===== config.mk =====
export PLATFORM = sky130hd
export DESIGN_NAME = spi_slave_if
export DESIGN_NICKNAME = d
export VERILOG_FILES = /design/src/rtl/spi_slave_if_pkg.sv /design/src/rtl/spi_slave_sync.sv /design/src/rtl/spi_slave_if.sv
export SDC_FILE = /design/constraint.sdc
export NUM_CORES = 1
export LEC_CHECK = 0
export ABC_AREA = 0
export CAP_MARGIN = 20
export CORE_UTILIZATION = 30
export DETAILED_ROUTE_END_ITERATION = 12
export DONT_BUFFER_PORTS = 1
export REMOVE_ABC_BUFFERS = 1
export SLEW_MARGIN = 25
export SYNTH_ARGS = -nofsm -noshare
export SYNTH_HDL_FRONTEND = slang
export SYNTH_SLANG_ARGS = --single-unit

===== constraint.sdc =====
create_clock -name clk -period 5 [get_ports clk]
set_input_delay 0.25 -clock clk [delete_from_list [all_inputs] [get_ports clk]]
set_output_delay 0.25 -clock clk [all_outputs]
set_load 0.02 [all_outputs]

===== src/rtl/spi_slave_if_pkg.sv =====
// spi_slave_if_pkg: shared defaults, SPI mode encodings and FSM states for the SPI responder
package spi_slave_if_pkg;

    localparam int SPI_SLAVE_CHAR_LEN    = 8;
    localparam int SPI_SLAVE_SYNC_STAGES = 2;

    localparam logic [1:0] SPI_SLAVE_MODE0 = 2'd0;
    localparam logic [1:0] SPI_SLAVE_MODE1 = 2'd1;
    localparam logic [1:0] SPI_SLAVE_MODE2 = 2'd2;
    localparam logic [1:0] SPI_SLAVE_MODE3 = 2'd3;

    localparam logic [0:0] ST_IDLE   = 1'b0;
    localparam logic [0:0] ST_ACTIVE = 1'b1;

    function automatic logic sample_on_rise(input int cpol, input int cpha);
        return cpol == cpha;
    endfunction

endpackage


===== src/rtl/spi_slave_sync.sv =====
// spi_slave_sync: pad synchronizers for SCLK/SS/MOSI plus registered SCLK rise/fall pulses
module spi_slave_sync
    import spi_slave_if_pkg::*;
#(
    parameter int   STAGES    = SPI_SLAVE_SYNC_STAGES,
    parameter logic SCLK_IDLE = 1'b0
) (
    input  logic clk,
    input  logic rst,
    input  logic sclk_i,
    input  logic ss_i,
    input  logic mosi_i,
    output logic ss_o,
    output logic mosi_o,
    output logic rise_o,
    output logic fall_o
);

    logic [STAGES-1:0] sclk_q, sclk_d, ss_q, ss_d, mosi_q, mosi_d;
    logic              sclk_prev_q, sclk_prev_d, rise_q, rise_d, fall_q, fall_d;

    // shift every pad through its chain and compare synchronized SCLK with its previous value
    always_comb begin
        sclk_d      = {sclk_q[STAGES-2:0], sclk_i};
        ss_d        = {ss_q[STAGES-2:0], ss_i};
        mosi_d      = {mosi_q[STAGES-2:0], mosi_i};
        sclk_prev_d = sclk_q[STAGES-1];
        rise_d      = sclk_q[STAGES-1] && !sclk_prev_q;
        fall_d      = !sclk_q[STAGES-1] && sclk_prev_q;
    end

    // SCLK resets to its idle level and SS to deselected so leaving reset creates no edge
    always_ff @(posedge clk or posedge rst) begin
        if (rst) begin
            sclk_q      <= {STAGES{SCLK_IDLE}};
            ss_q        <= '1;
            mosi_q      <= '0;
            sclk_prev_q <= SCLK_IDLE;
            rise_q      <= 1'b0;
            fall_q      <= 1'b0;
        end else begin
            sclk_q      <= sclk_d;
            ss_q        <= ss_d;
            mosi_q      <= mosi_d;
            sclk_prev_q <= sclk_prev_d;
            rise_q      <= rise_d;
            fall_q      <= fall_d;
        end
    end

    assign ss_o   = ss_q[STAGES-1];
    assign mosi_o = mosi_q[STAGES-1];
    assign rise_o = rise_q;
    assign fall_o = fall_q;

endmodule


===== src/rtl/spi_slave_if.sv =====
// spi_slave_if: SPI responder with oversampled pads, 1-entry TX buffer, RX register and sticky errors
// Optional macro SPI_SLAVE_LSB_EN adds lsb_i to select LSB-first shifting per selection.
module spi_slave_if
    import spi_slave_if_pkg::*;
#(
    parameter int CHAR_LEN    = SPI_SLAVE_CHAR_LEN,
    parameter int CPOL        = 0,
    parameter int CPHA        = 0,
    parameter int SYNC_STAGES = SPI_SLAVE_SYNC_STAGES
) (
    input  logic                clk,
    input  logic                rst,
    input  logic                sclk_pad_i,
    input  logic                ss_pad_i,
    input  logic                mosi_pad_i,
    output logic                miso_pad_o,
    output logic                miso_oe_o,
    input  logic [CHAR_LEN-1:0] tx_data_i,
    input  logic                tx_valid_i,
    output logic                tx_ready_o,
    output logic [CHAR_LEN-1:0] rx_data_o,
    output logic                rx_valid_o,
    input  logic                rx_ready_i,
    output logic                overrun_o,
    output logic                underrun_o,
`ifdef SPI_SLAVE_LSB_EN
    input  logic                clr_err_i,
    input  logic                lsb_i
`else
    input  logic                clr_err_i
`endif
);

    localparam int   CNT_W       = $clog2(CHAR_LEN);
    localparam logic SAMPLE_RISE = sample_on_rise(CPOL, CPHA);

    logic                ss_s, mosi_s, sclk_rise, sclk_fall;
    logic                sample, start, stop, shift, last, load, accept, rx_take;
    logic [CHAR_LEN-1:0] rx_next;
    logic [0:0]          state_q, state_d;
    logic [CNT_W-1:0]    bit_cnt_q, bit_cnt_d;
    logic [CHAR_LEN-1:0] tx_shift_q, tx_shift_d, rx_shift_q, rx_shift_d;
    logic [CHAR_LEN-1:0] tx_buf_q, tx_buf_d, rx_data_q, rx_data_d;
    logic                tx_full_q, tx_full_d, rx_valid_q, rx_valid_d;
    logic                overrun_q, overrun_d, underrun_q, underrun_d, lsb_q, lsb_d;

    spi_slave_sync #(
        .STAGES    (SYNC_STAGES),
        .SCLK_IDLE (CPOL != 0)
    ) u_sync (
        .clk    (clk),
        .rst    (rst),
        .sclk_i (sclk_pad_i),
        .ss_i   (ss_pad_i),
        .mosi_i (mosi_pad_i),
        .ss_o   (ss_s),
        .mosi_o (mosi_s),
        .rise_o (sclk_rise),
        .fall_o (sclk_fall)
    );

    // per-cycle strobes: selection changes, sample edges, character completion, buffer handshakes
    always_comb begin
        sample  = SAMPLE_RISE ? sclk_rise : sclk_fall;
        start   = (state_q == ST_IDLE) && !ss_s;
        stop    = (state_q == ST_ACTIVE) && ss_s;
        shift   = (state_q == ST_ACTIVE) && !ss_s && sample;
        last    = shift && (bit_cnt_q == CNT_W'(CHAR_LEN - 1));
        load    = start || last;
        accept  = tx_valid_i && !tx_full_q;
        rx_take = last && (!rx_valid_q || rx_ready_i);
        rx_next = lsb_q ? {mosi_s, rx_shift_q[CHAR_LEN-1:1]} : {rx_shift_q[CHAR_LEN-2:0], mosi_s};
    end

    // next state; a load sees the buffer as it was this cycle, so a same-cycle accept still underruns
    always_comb begin
        state_d    = start ? ST_ACTIVE : stop ? ST_IDLE : state_q;
        bit_cnt_d  = (load || stop) ? '0 : shift ? bit_cnt_q + CNT_W'(1) : bit_cnt_q;
        tx_shift_d = load ? (tx_full_q ? tx_buf_q : '0)
                   : shift ? (lsb_q ? tx_shift_q >> 1 : tx_shift_q << 1) : tx_shift_q;
        rx_shift_d = (load || stop) ? '0 : shift ? rx_next : rx_shift_q;
        tx_buf_d   = accept ? tx_data_i : tx_buf_q;
        tx_full_d  = accept || (tx_full_q && !load);
        rx_data_d  = rx_take ? rx_next : rx_data_q;
        rx_valid_d = rx_take || (rx_valid_q && !rx_ready_i);
        overrun_d  = (last && rx_valid_q && !rx_ready_i) || (overrun_q && !clr_err_i);
        underrun_d = (load && !tx_full_q) || (underrun_q && !clr_err_i);
`ifdef SPI_SLAVE_LSB_EN
        lsb_d      = start ? lsb_i : lsb_q;
`else
        lsb_d      = 1'b0;
`endif
    end

    // state registers; reset aborts any character in flight
    always_ff @(posedge clk or posedge rst) begin
        if (rst) begin
            state_q    <= ST_IDLE;
            bit_cnt_q  <= '0;
            tx_shift_q <= '0;
            rx_shift_q <= '0;
            tx_buf_q   <= '0;
            tx_full_q  <= 1'b0;
            rx_data_q  <= '0;
            rx_valid_q <= 1'b0;
            overrun_q  <= 1'b0;
            underrun_q <= 1'b0;
            lsb_q      <= 1'b0;
        end else begin
            state_q    <= state_d;
            bit_cnt_q  <= bit_cnt_d;
            tx_shift_q <= tx_shift_d;
            rx_shift_q <= rx_shift_d;
            tx_buf_q   <= tx_buf_d;
            tx_full_q  <= tx_full_d;
            rx_data_q  <= rx_data_d;
            rx_valid_q <= rx_valid_d;
            overrun_q  <= overrun_d;
            underrun_q <= underrun_d;
            lsb_q      <= lsb_d;
        end
    end

    assign miso_oe_o  = (state_q == ST_ACTIVE);
    assign miso_pad_o = miso_oe_o && (lsb_q ? tx_shift_q[0] : tx_shift_q[CHAR_LEN-1]);
    assign tx_ready_o = !tx_full_q;
    assign rx_data_o  = rx_data_q;
    assign rx_valid_o = rx_valid_q;
    assign overrun_o  = overrun_q;
    assign underrun_o = underrun_q;

endmodule


# Word-level counts from Yosys, hierarchy flattened
# Index checks and enable logic that the tools add are counted.
# Widths: inputs -> output; s select.
[word_totals] regBits=47 latch_bits=0 ramBits=0 rom_bits=0 out_inout_bits=14 word_cells=60 n_memories=0
[classes] addsub=1 multipliers=0 div=0 n_lt_le_gt_ge=0 n_eq_ne=1 shift=0 muxes=9 n_bitwise=1 reduce_logical=33
[ops] operator="$mux 8" n=3
[ops] operator="$logic_and 1x1->1" n=16
[ops] operator="$mux 7" n=2
[ops] operator="$logic_not 1->1" n=7
[ops] operator="$logic_or 1x1->1" n=7
[ops] operator="$mux 3" n=2
[ops] operator="$reduce_bool 2->1" n=3
[ops] operator="$add 3x1->3 const B" n=1
[ops] operator="$eq 3x3->1 const B" n=1
[ops] operator="$mux 1" n=2
[ops] operator="$not 1->1" n=1

# Logic depth before layout (Yosys ltp)
[depth] depth_word=8 ltp_mapped=7 depth_no_buf=5

# By module
# A second synthesis with hierarchy kept.
[hier_totals] cells_unflattened=164 area_unflattened_um2=2005.7
[by_module_without_submodules] module="spi_slave_if" n_inst=1 cells_each=152 area_per_inst_um2=1759.2 seq_area_each_um2=975.9
[by_module_without_submodules] module="spi_slave_sync" n_inst=1 cells_each=12 area_per_inst_um2=246.5 seq_area_each_um2=227.7

# Worst setup path before layout
# No wires, ideal clock.
[synth_path] path_type="flip-flop to flip-flop" start="register u_sync.ss_q[1]" end="register rx_data_q[0], in the netlist rx_data_o[0]" arrival_time_ns=1.511 required_time_ns=4.875 slack_ns=3.364 stages_incl_launch_ff=7 path_buffers=1 path_cell_list="dfstp_2 -> inv_1 -> ha_1 -> and2_4 -> and3_4 -> buf_6 -> mux2_4"
[synth_via] elab_chain_len=5
[synth_rtl] item="start: declaration" line="spi_slave_sync.sv:19" text="logic [STAGES-1:0] sclk_q, sclk_d, ss_q, ss_d, mosi_q, mosi_d;"
[synth_rtl] item="start signal: assignment" line="spi_slave_sync.sv:43" text="ss_q <= ss_d;"
[synth_rtl] item="$logic_not 1->1" line="spi_slave_if.sv:67" text="shift = (state_q == ST_ACTIVE) && !ss_s && sample;"
[synth_rtl] item="$logic_and 1x1->1 (2 in series)" line="spi_slave_if.sv:67"
[synth_rtl] item="$logic_and 1x1->1" line="spi_slave_if.sv:68" text="last = shift && (bit_cnt_q == CNT_W'(CHAR_LEN - 1));"
[synth_rtl] item="$logic_and 1x1->1" line="spi_slave_if.sv:71" text="rx_take = last && (!rx_valid_q || rx_ready_i);"
[synth_rtl] item="end signal: assignment" line="spi_slave_if.sv:116" text="rx_data_q <= rx_data_d;"
[synth_rtl] item="end: declaration" line="spi_slave_if.sv:43" text="logic [CHAR_LEN-1:0] tx_buf_q, tx_buf_d, rx_data_q, rx_data_d;"
# Every way passes these cells.
# A chain may end at the register's enable or synchronous reset.

# Worst setup path after layout
[layout_path] start="register bit_cnt_q[0]" end="register rx_shift_q[5]"
[layout_via] elab_chain_len=5 word_cells_on_any_way=6
[layout_rtl] item="start: declaration" line="spi_slave_if.sv:41" text="logic [CNT_W-1:0] bit_cnt_q, bit_cnt_d;"
[layout_rtl] item="start signal: assignment" line="spi_slave_if.sv:111" text="bit_cnt_q <= bit_cnt_d;"
[layout_rtl] item="$eq 3x3->1 *" line="spi_slave_if.sv:68"
[layout_rtl] item="$logic_and 1x1->1 *" line="spi_slave_if.sv:68"
[layout_rtl] item="$logic_or 1x1->1 *" line="spi_slave_if.sv:69" text="load = start || last;"
[layout_rtl] item="$logic_or 1x1->1 *" line="spi_slave_if.sv:81" text="rx_shift_d = (load || stop) ? '0 : shift ? rx_next : rx_shift_q;"
[layout_rtl] item="$mux 7 / $reduce_bool 2->1 (equally long branches)"
[layout_rtl] item="end signal: assignment" line="spi_slave_if.sv:113" text="rx_shift_q <= rx_shift_d;"
[layout_rtl] item="end: declaration" line="spi_slave_if.sv:42" text="logic [CHAR_LEN-1:0] tx_shift_q, tx_shift_d, rx_shift_q, rx_shift_d;"
# Every way passes the cells marked *; elsewhere a longest branch is shown, timed or not.

==> qor.csv <==
metric;value;unit
outcome;finished, violations left;
failed_checks;negative hold slack;
diodes;0;
hold_class;input port to async pin;
seq_area_frac_synth;59.96;%
setup_ws;3008;ps
synth.distinct_cells;25;
syn_inst;161;
grt_max_degree;48;
drtIter0Drc;37;
grt_overflow_total;0;
layout_commonest_cell;dfrtp_1;
max_freq;501.9;MHz
slew_viol_final;0;
vias_per_cell;4.975;
detail-route-antenna-nets;0;
grt_pass1_vias;1188;
whs;-36.27;ps
synth_area;1966;um^2
wire_per_inst;14.64;um
synth_seq_cells;47;
drt_drc_violations_left;0;
cts_max_path_buffers;2;
htreeDepth;2;
cts_tree;built;
cellPowerDensity;483.1;nW/um^2
tns;0;ps
final_cell_mix;45 x dfrtp_1, 23 x nand2_1, 10 x a21oi_1;
pin_count;30;
fp-row-count;29;
power.leakage;0.9415;nW
grt_use_total;11.02;%
die_area;6880;um^2
cts.reportedPaths.clkPinSlew;90;ps
coreArea;6350;um^2
rsz0062_at_grt;false;
start_util;30.96;%
antenna_found_initial;0;
finalCriticalPeriod;1993;ps
final_hold_viol_count;45;
cap_viol_max_count;0;
relSlewSlack;42.62;%
portBuffers;0;
clk_latency;300;ps
setup_viol;0;
first_pass_iters;4;
vias;1189;
gp_congestion;0.7121;
ctsRootBufferMaster;clkbuf_8;
die_h;82.95;um
start_kind;flop;
ir_worst_vdd;262.0;uV
finClkSkew;9.552;ps
cp_data_required_time;5220;ps
place_ws;3040;ps
synth_area_per_cell;12.21;um^2
cts_num_sinks;47;
wl;3498;um
cts_resized;0;
drive_gt1_share;18.52;%
endpoint_kind;flop;
max_slew.worst_pin.slew;858.9;ps
timing_worst_setup_path_type;flop to flop;
hpwl;2303;um
postPlaceCellArea;2003;um^2
worstPathArrival;2210;ps
dieWidth;82.95;um
ys.warnings.count;0;
layout_worst_path_cycle_share;39.85;%
syn2layout_area_growth;10.44;%
fin_nets;182;
stdcell_area;2171;um^2
p_total;1.049;mW
grt_pass1_wl;6044;um
path_max_fanout;17;
numCtsBuffers;5;
-- worst max-delay path, stage by stage (launching register included) --
cell and delay (ps):
dfrtp_1 410, ha_1 210, ha_1 390, a31oi_1 390, nand2b_1 300, a21oi_1 210
-- per-layer routing --
| layer | vias to the layer above | GRT usage (%) | routed length [um] |
|---|---|---|---|
| met3 | 4 | 3.479 | 127 |
| met2 | 27 | 17.21 | 1654 |
| met1 | 603 | 13.80 | 1660 |
| li1 | 555 | - | - |
| met4 | 0 | 5.329 | 55 |
| met5 | - | 0 | 0 |
-- flip-flops by register name, indices dropped and copies added (netlist names), 2 cells and up --
signal,count
u_sync.sclk_q,2
tx_shift_q,8
u_sync.mosi_q,2
rx_data_o,8
tx_buf_q,8
bit_cnt_q,3
rx_shift_q,7
u_sync.ss_q,2
-- path summary, 6_finish.rpt --
check / from / end / slack [ps] / cells after the start
min in group clk: clr_err_i / overrun_o$_DFF_PP0_ / 40 / 1
max in group asynchronous: rst / tx_shift_q[0]$_DFFE_PP0P_ / 4560 / 1
max: bit_cnt_q[0]$_DFFE_PP0P_ / rx_shift_q[5]$_DFFE_PP0P_ / 3010 / 5
max reg2reg: bit_cnt_q[0]$_DFFE_PP0P_ / rx_shift_q[5]$_DFFE_PP0P_ / 3010 / 5
min reg2reg: u_sync.sclk_q[0]$_DFF_PP0_ / u_sync.sclk_q[1]$_DFF_PP0_ / 360 / 0
min: rst / u_sync.sclk_q[1]$_DFF_PP0_ / -40 / 1
-- cell families after synthesis --
logic type	synth area share, %
AO/OA/AOI/OAI	10.82
XOR/XNOR	0.4457
multiplexers	11.27
AND/OR/NAND/NOR	10.18
buffers and inverters	4.137
flip-flops	59.96
adder cells (fa/ha/maj)	3.183
-- cell type report --
class                   count  area, um^2
repair buffers              3       30.03
clock buffers               5       68.82
flip-flops and latches     47        1179
well taps                  77       96.34
fillers                   629        4179
inverters                   6       23.77
multi-input cells          98       705.7
clock inverters             3       67.56
-- synth_stat cells --
cell | number | area (um^2)
o22ai_1 | 2 | 12.51
and2_4 | 1 | 8.760
and3_4 | 1 | 11.26
a21oi_1 | 10 | 50.05
mux2_4 | 8 | 120.1
buf_2 | 5 | 25.02
inv_1 | 6 | 22.52
and2_1 | 1 | 6.260
dfrtp_1 | 45 | 1126
a21o_1 | 1 | 7.510
clkbuf_1 | 3 | 11.26
dfstp_2 | 2 | 52.55
nor2_1 | 1 | 3.750
nand2_1 | 23 | 86.33
xnor2_1 | 1 | 8.760
and2_0 | 1 | 6.260
nor3b_1 | 7 | 52.55
nand2b_1 | 2 | 12.51
a31oi_1 | 8 | 50.05
o21ai_0 | 8 | 40.04
mux2_2 | 9 | 101.4
buf_6 | 2 | 22.52
ha_1 | 5 | 62.56
nor2b_1 | 2 | 12.51
a22oi_1 | 7 | 52.55
-- through the flow --
stage / utilization [%] / instances
after floorplan: - / 151
after global placement: 31.55 / 228
after detailed placement: 31.55 / 228
after CTS: 34.17 / 239
after global routing: 34.19 / 239
final: 34.19 / 239
-- where the power goes --
group	switching, mW	total [mW]	internal, mW
Sequential	0.0783	0.533	0.454
Combinational	0.0982	0.188	0.0897
Clock	0.129	0.328	0.199
-- repair_timing --
item / CTS / global route
buffers inserted: 0 / 0
endpoints found under the hold margin: 3 / 0
hold buffers: 3 / 0
Power figures use the tool's default switching activity.
